File: src/rtl/ntt_scheduler.sv
// ntt_scheduler: round-robin sharing of one ntt core between N_REQ requesters.
// Latency: req seen in IDLE -> grant/core_start next cycle; core_valid -> done next cycle; 1 IDLE cycle between grants.
// Backpressure: one job in flight; requesters hold req until done (or grant drop after watchdog expiry).
// Ports: clk/rst (async active-high); req/req_inv requester side; grant/sel/done per-requester outputs;
//        core_start/core_inv/core_valid core handshake; busy status; timeout_err sticky watchdog flag, err_clr clears it.
module ntt_scheduler #(
    parameter int N_REQ   = 3,
    parameter int IDW     = 2,
    parameter int TIMEOUT = 64
) (
    input  logic             clk,
    input  logic             rst,
    input  logic [N_REQ-1:0] req,
    input  logic [N_REQ-1:0] req_inv,
    output logic [N_REQ-1:0] grant,
    output logic [IDW-1:0]   sel,
    output logic             core_start,
    output logic             core_inv,
    input  logic             core_valid,
    output logic [N_REQ-1:0] done,
    output logic             busy,
    output logic             timeout_err,
    input  logic             err_clr
);

    localparam int CW = $clog2(TIMEOUT);

    typedef enum logic [1:0] {
        ST_IDLE    = 2'd0,
        ST_LAUNCH  = 2'd1,
        ST_WAIT    = 2'd2,
        ST_RELEASE = 2'd3
    } state_t;

    state_t           state_q, state_d;
    logic [N_REQ-1:0] grant_q, grant_d;
    logic [IDW-1:0]   sel_q, sel_d;
    logic             core_start_q, core_start_d;
    logic             core_inv_q, core_inv_d;
    logic [N_REQ-1:0] done_q, done_d;
    logic             busy_q, busy_d;
    logic             timeout_err_q, timeout_err_d;
    logic [IDW-1:0]   rr_q, rr_d;
    logic [CW-1:0]    cnt_q, cnt_d;

    logic             pick_vld;
    logic [IDW-1:0]   pick_id;
    logic             wd_expire;

    // Round-robin pick: scan from the highest offset down so the last hit,
    // i.e. the smallest offset from rr_q, is the one that sticks.
    always_comb begin : rr_pick
        logic [IDW:0] cand;
        cand     = '0;
        pick_vld = 1'b0;
        pick_id  = '0;
        for (int i = N_REQ - 1; i >= 0; i--) begin
            cand = {1'b0, rr_q} + (IDW + 1)'(i);
            if (cand >= (IDW + 1)'(N_REQ)) begin
                cand = cand - (IDW + 1)'(N_REQ);
            end
            if (req[cand[IDW-1:0]]) begin
                pick_vld = 1'b1;
                pick_id  = cand[IDW-1:0];
            end
        end
    end

    always_comb begin
        state_d      = state_q;
        grant_d      = grant_q;
        sel_d        = sel_q;
        core_inv_d   = core_inv_q;
        core_start_d = 1'b0;
        done_d       = '0;
        rr_d         = rr_q;
        cnt_d        = cnt_q;
        wd_expire    = 1'b0;

        case (state_q)
            ST_IDLE: begin
                if (pick_vld) begin
                    state_d      = ST_LAUNCH;
                    for (int i = 0; i < N_REQ; i++) begin
                        grant_d[i] = (pick_id == IDW'(i));
                    end
                    sel_d        = pick_id;
                    core_inv_d   = req_inv[pick_id];
                    core_start_d = 1'b1;
                    cnt_d        = '0;
                end
            end
            ST_LAUNCH: begin
                state_d = ST_WAIT;
                cnt_d   = '0;
            end
            ST_WAIT: begin
                // A valid in the terminal-count cycle still counts as completion.
                if (core_valid) begin
                    state_d = ST_RELEASE;
                    done_d  = grant_q;
                end else if (cnt_q == CW'(TIMEOUT - 1)) begin
                    state_d   = ST_RELEASE;
                    wd_expire = 1'b1;
                end else begin
                    cnt_d = cnt_q + CW'(1);
                end
            end
            ST_RELEASE: begin
                // grant/sel/core_inv stay up this cycle so the owner can take the core output.
                state_d    = ST_IDLE;
                grant_d    = '0;
                sel_d      = '0;
                core_inv_d = 1'b0;
                rr_d       = (sel_q == IDW'(N_REQ - 1)) ? '0 : sel_q + IDW'(1);
            end
            default: begin
                state_d = ST_IDLE;
            end
        endcase

        // Expiry beats a same-cycle clear so an error is never lost.
        timeout_err_d = wd_expire | (timeout_err_q & ~err_clr);
        busy_d        = (state_d != ST_IDLE);
    end

    always_ff @(posedge clk or posedge rst) begin
        if (rst) begin
            state_q       <= ST_IDLE;
            grant_q       <= '0;
            sel_q         <= '0;
            core_start_q  <= 1'b0;
            core_inv_q    <= 1'b0;
            done_q        <= '0;
            busy_q        <= 1'b0;
            timeout_err_q <= 1'b0;
            rr_q          <= '0;
            cnt_q         <= '0;
        end else begin
            state_q       <= state_d;
            grant_q       <= grant_d;
            sel_q         <= sel_d;
            core_start_q  <= core_start_d;
            core_inv_q    <= core_inv_d;
            done_q        <= done_d;
            busy_q        <= busy_d;
            timeout_err_q <= timeout_err_d;
            rr_q          <= rr_d;
            cnt_q         <= cnt_d;
        end
    end

    assign grant       = grant_q;
    assign sel         = sel_q;
    assign core_start  = core_start_q;
    assign core_inv    = core_inv_q;
    assign done        = done_q;
    assign busy        = busy_q;
    assign timeout_err = timeout_err_q;

endmodule

File: config.mk
export PLATFORM = sky130hd
export DESIGN_NAME = ntt_scheduler
export DESIGN_NICKNAME = d
export VERILOG_FILES = /design/src/rtl/ntt_scheduler.sv
export SDC_FILE = /design/constraint.sdc
export NUM_CORES = 1
export LEC_CHECK = 0
export BUFFER_PORTS_ARGS = -buffer_cell sky130_fd_sc_hd__buf_2
export CORE_MARGIN = 2
export CORE_UTILIZATION = 55
export DETAILED_ROUTE_END_ITERATION = 12
export PLACE_DENSITY = 0.75
export SLEW_MARGIN = 20
export SYNTH_ARGS = -nofsm -noshare
export SYNTH_HDL_FRONTEND = slang
export SYNTH_SLANG_ARGS = --single-unit
File: constraint.sdc
create_clock -name clk -period 2.3 [get_ports clk]
set_input_delay 0 -clock clk [delete_from_list [all_inputs] [get_ports clk]]
set_output_delay 0 -clock clk [all_outputs]
set_load 0.05 [all_outputs]
==> flow_summary.json <==
{
  "ys_seq_elements": 22,
  "rsz0062_at_grt": "false",
  "worst_setup_path_end_kind": "flop",
  "synth_edf_count": 0,
  "vdd_drop_max_mv": 0.915,
  "setup_viol": 0,
  "critPathLaunchType": "flop",
  "coreArea_sq_um": 2250,
  "post-route-min-period_ns": 2.18,
  "ys_warn_count": 0,
  "slew_headroom": 0.445,
  "grt_pass1_vias": 1141,
  "synth_area_per_cell_sq_um": 9.56,
  "min_from": "req_inv[2]",
  "clock-root-buffer": "clkbuf_4",
  "p_leak_nw": 0.781,
  "worst_slack_ns": 0.121,
  "crit_path_max_fanout": 8,
  "num_rows": 17,
  "dp_cells": 190,
  "grt.total_usage": 0.238,
  "post-dp-hpwl_um": 2100,
  "critPathLaunch": "rr_q[1]",
  "firstDrtPassIters": 4,
  "yosysUniqueCellTypes": 48,
  "p_total_mw": 2.10,
  "finalCritPeriodShare": 0.948,
  "ys_async_sr_fraction": 1.00,
  "ys_seq_area_frac": 0.411,
  "final_cells": 197,
  "cts_tree": "built",
  "postSynthCellCount": 140,
  "areaGrowthSynthToFinish_pct": 17.8,
  "diodes": 0,
  "die_w_um": 53.3,
  "die_y_um": 53.3,
  "cts_setup_buffers": 0,
  "reg2reg_depth": 8,
  "fmax_ghz": 0.459,
  "numPortBuffers": 21,
  "drv_slew": 0,
  "die-area_sq_um": 2840,
  "synth_ff_type": "dfrtp_1",
  "fin_worst_skew_ns": 0.00527,
  "wl_per_cell_um": 14.7,
  "grt_pass1_wl_um": 4790,
  "synth_area_sq_um": 1340,
  "hold_viol": 0,
  "clock_latency_ns": 0.31,
  "cts_buffer_depth": 2,
  "tightest_slew_ns": 0.831,
  "htreeDepth": 1,
  "grt-ovfl-total": 0,
  "ff2ff_setup_slack_ns": 0.12,
  "gp_congestion": 0.840,
  "power_density_nw_per_um2": 1330,
  "cts_buffers": 3,
  "required_ns": 2.50,
  "nets": 188,
  "worstPathArrival_ns": 2.38,
  "drt_iter0_markers": 30,
  "ioPinCount": 22,
  "hp-class": "in -> reg",
  "antenna_found_initial": 0,
  "r2r-start": "rr_q[1]",
  "drive_gt1_frac": 0.254,
  "r2r_end": "cnt_q[2]",
  "routed_wl_um": 2910,
  "clk_pin_slew_worst_paths_ns": 0.13,
  "start_util": 0.594,
  "path_class": "reg -> reg",
  "grt_max_degree": 23,
  "cts.sinks": 22,
  "crit_end": "cnt_q[2]",
  "status": "finished clean",
  "drv_cap": 0,
  "final_common_cell": "dfrtp_1",
  "routed_via_density": 5.73,
  "dp_slack_ns": 0.110,
  "final_cell_mix": "22 x dfrtp_1, 21 x buf_2, 15 x nand2_1",
  "syn_nets": 158,
  "drc": 0,
  "drtAntennaViolNets": 0,
  "vias": 1129,
  "setup_tns_ns": 0
}
[Yosys cell counts (3+ instances only)]
| library cell | count | area share |
|---|---|---|
| nand2_1 | 15 | 0.042 |
| nor2_1 | 11 | 0.031 |
| o21ai_1 | 6 | 0.022 |
| nand3_1 | 3 | 0.011 |
| and3_1 | 5 | 0.023 |
| o31ai_1 | 3 | 0.017 |
| nand2b_1 | 5 | 0.023 |
| dfrtp_1 | 22 | 0.41 |
| inv_1 | 11 | 0.031 |
| o22ai_1 | 5 | 0.023 |
| o21ai_0 | 4 | 0.015 |
| ha_1 | 8 | 0.075 |
[cell type report]
type / instances / area (sq um)
Clock buffer: 3 / 22.5
Clock inverter: 1 / 30.0
Fill cell: 185 / 678
Inverter: 11 / 41.3
Multi-Input combinational cell: 102 / 717
Sequential cell: 22 / 551
Tap cell: 28 / 35.0
Timing Repair Buffer: 30 / 180
[worst min path at each step]
stage / to / slack [ns] / depth (start not counted)
after floorplan: busy / -0.01 / 1
after global placement: done[0] / 0.19 / 2
after detailed placement: timeout_err / 0.19 / 2
after CTS: core_inv / 0.03 / 3
after global routing: core_inv / 0.03 / 3
final: core_inv / 0.04 / 3
[kinds of logic after synthesis]
logic type               synth area share
AO/OA/AOI/OAI                       0.215
multiplexers                      0.00748
buffers and inverters              0.0598
AND/OR/NAND/NOR                     0.232
adder cells (fa/ha/maj)            0.0748
flip-flops                          0.411
[metal layers]
metal / track usage / routed length, um / vias up
met5: 0 / 0 / -
met4: 0.141 / 72 / 0
li1: - / - / 559
met3: 0.0367 / 100 / 6
met1: 0.284 / 1320 / 540
met2: 0.397 / 1410 / 24
[stage by stage]
stage	hold WS [ns]	utilization	instance area, sq um
after detailed placement	0.190	0.659	1490
final	0.0403	0.699	1580
after floorplan	-0.0108	-	1340
after CTS	0.0265	0.695	1570
after global placement	0.187	0.659	1490
after global routing	0.0306	0.699	1580
[state kept, by name, summed over array words and instances, names as in the netlist]
signal,cells
cnt_q,6
done,3
grant,3
rr_q,2
sel,2
state_q,2
busy,1
core_inv,1
core_start,1
timeout_err,1
[worst max-delay path: stages, from the launching register on]
cell,delay [ns]
dfrtp_1,0.43
inv_1,0.09
ha_2,0.26
mux2i_2,0.28
o22ai_2,0.16
nor4_4,0.34
buf_4,0.19
nor4_1,0.05
a211o_1,0.26
[power breakdown]
| part | switching [mW] | internal, mW | total [mW] | leakage (nW) |
|---|---|---|---|---|
| sequential | 0.0858 | 0.503 | 0.589 | 0.291 |
| clock | 0.121 | 0.176 | 0.297 | 0.0279 |
| combinational | 0.789 | 0.420 | 1.21 | 0.462 |
[repair_timing]
| item | CTS | global route |
|---|---|---|
| resized for setup | 0 | 3 |
| hold buffers | 3 | 0 |
| endpoints found under the hold margin | 26 | 0 |
| endpoints found under the setup margin | 0 | 9 |
(Power assumes the default switching activity.)
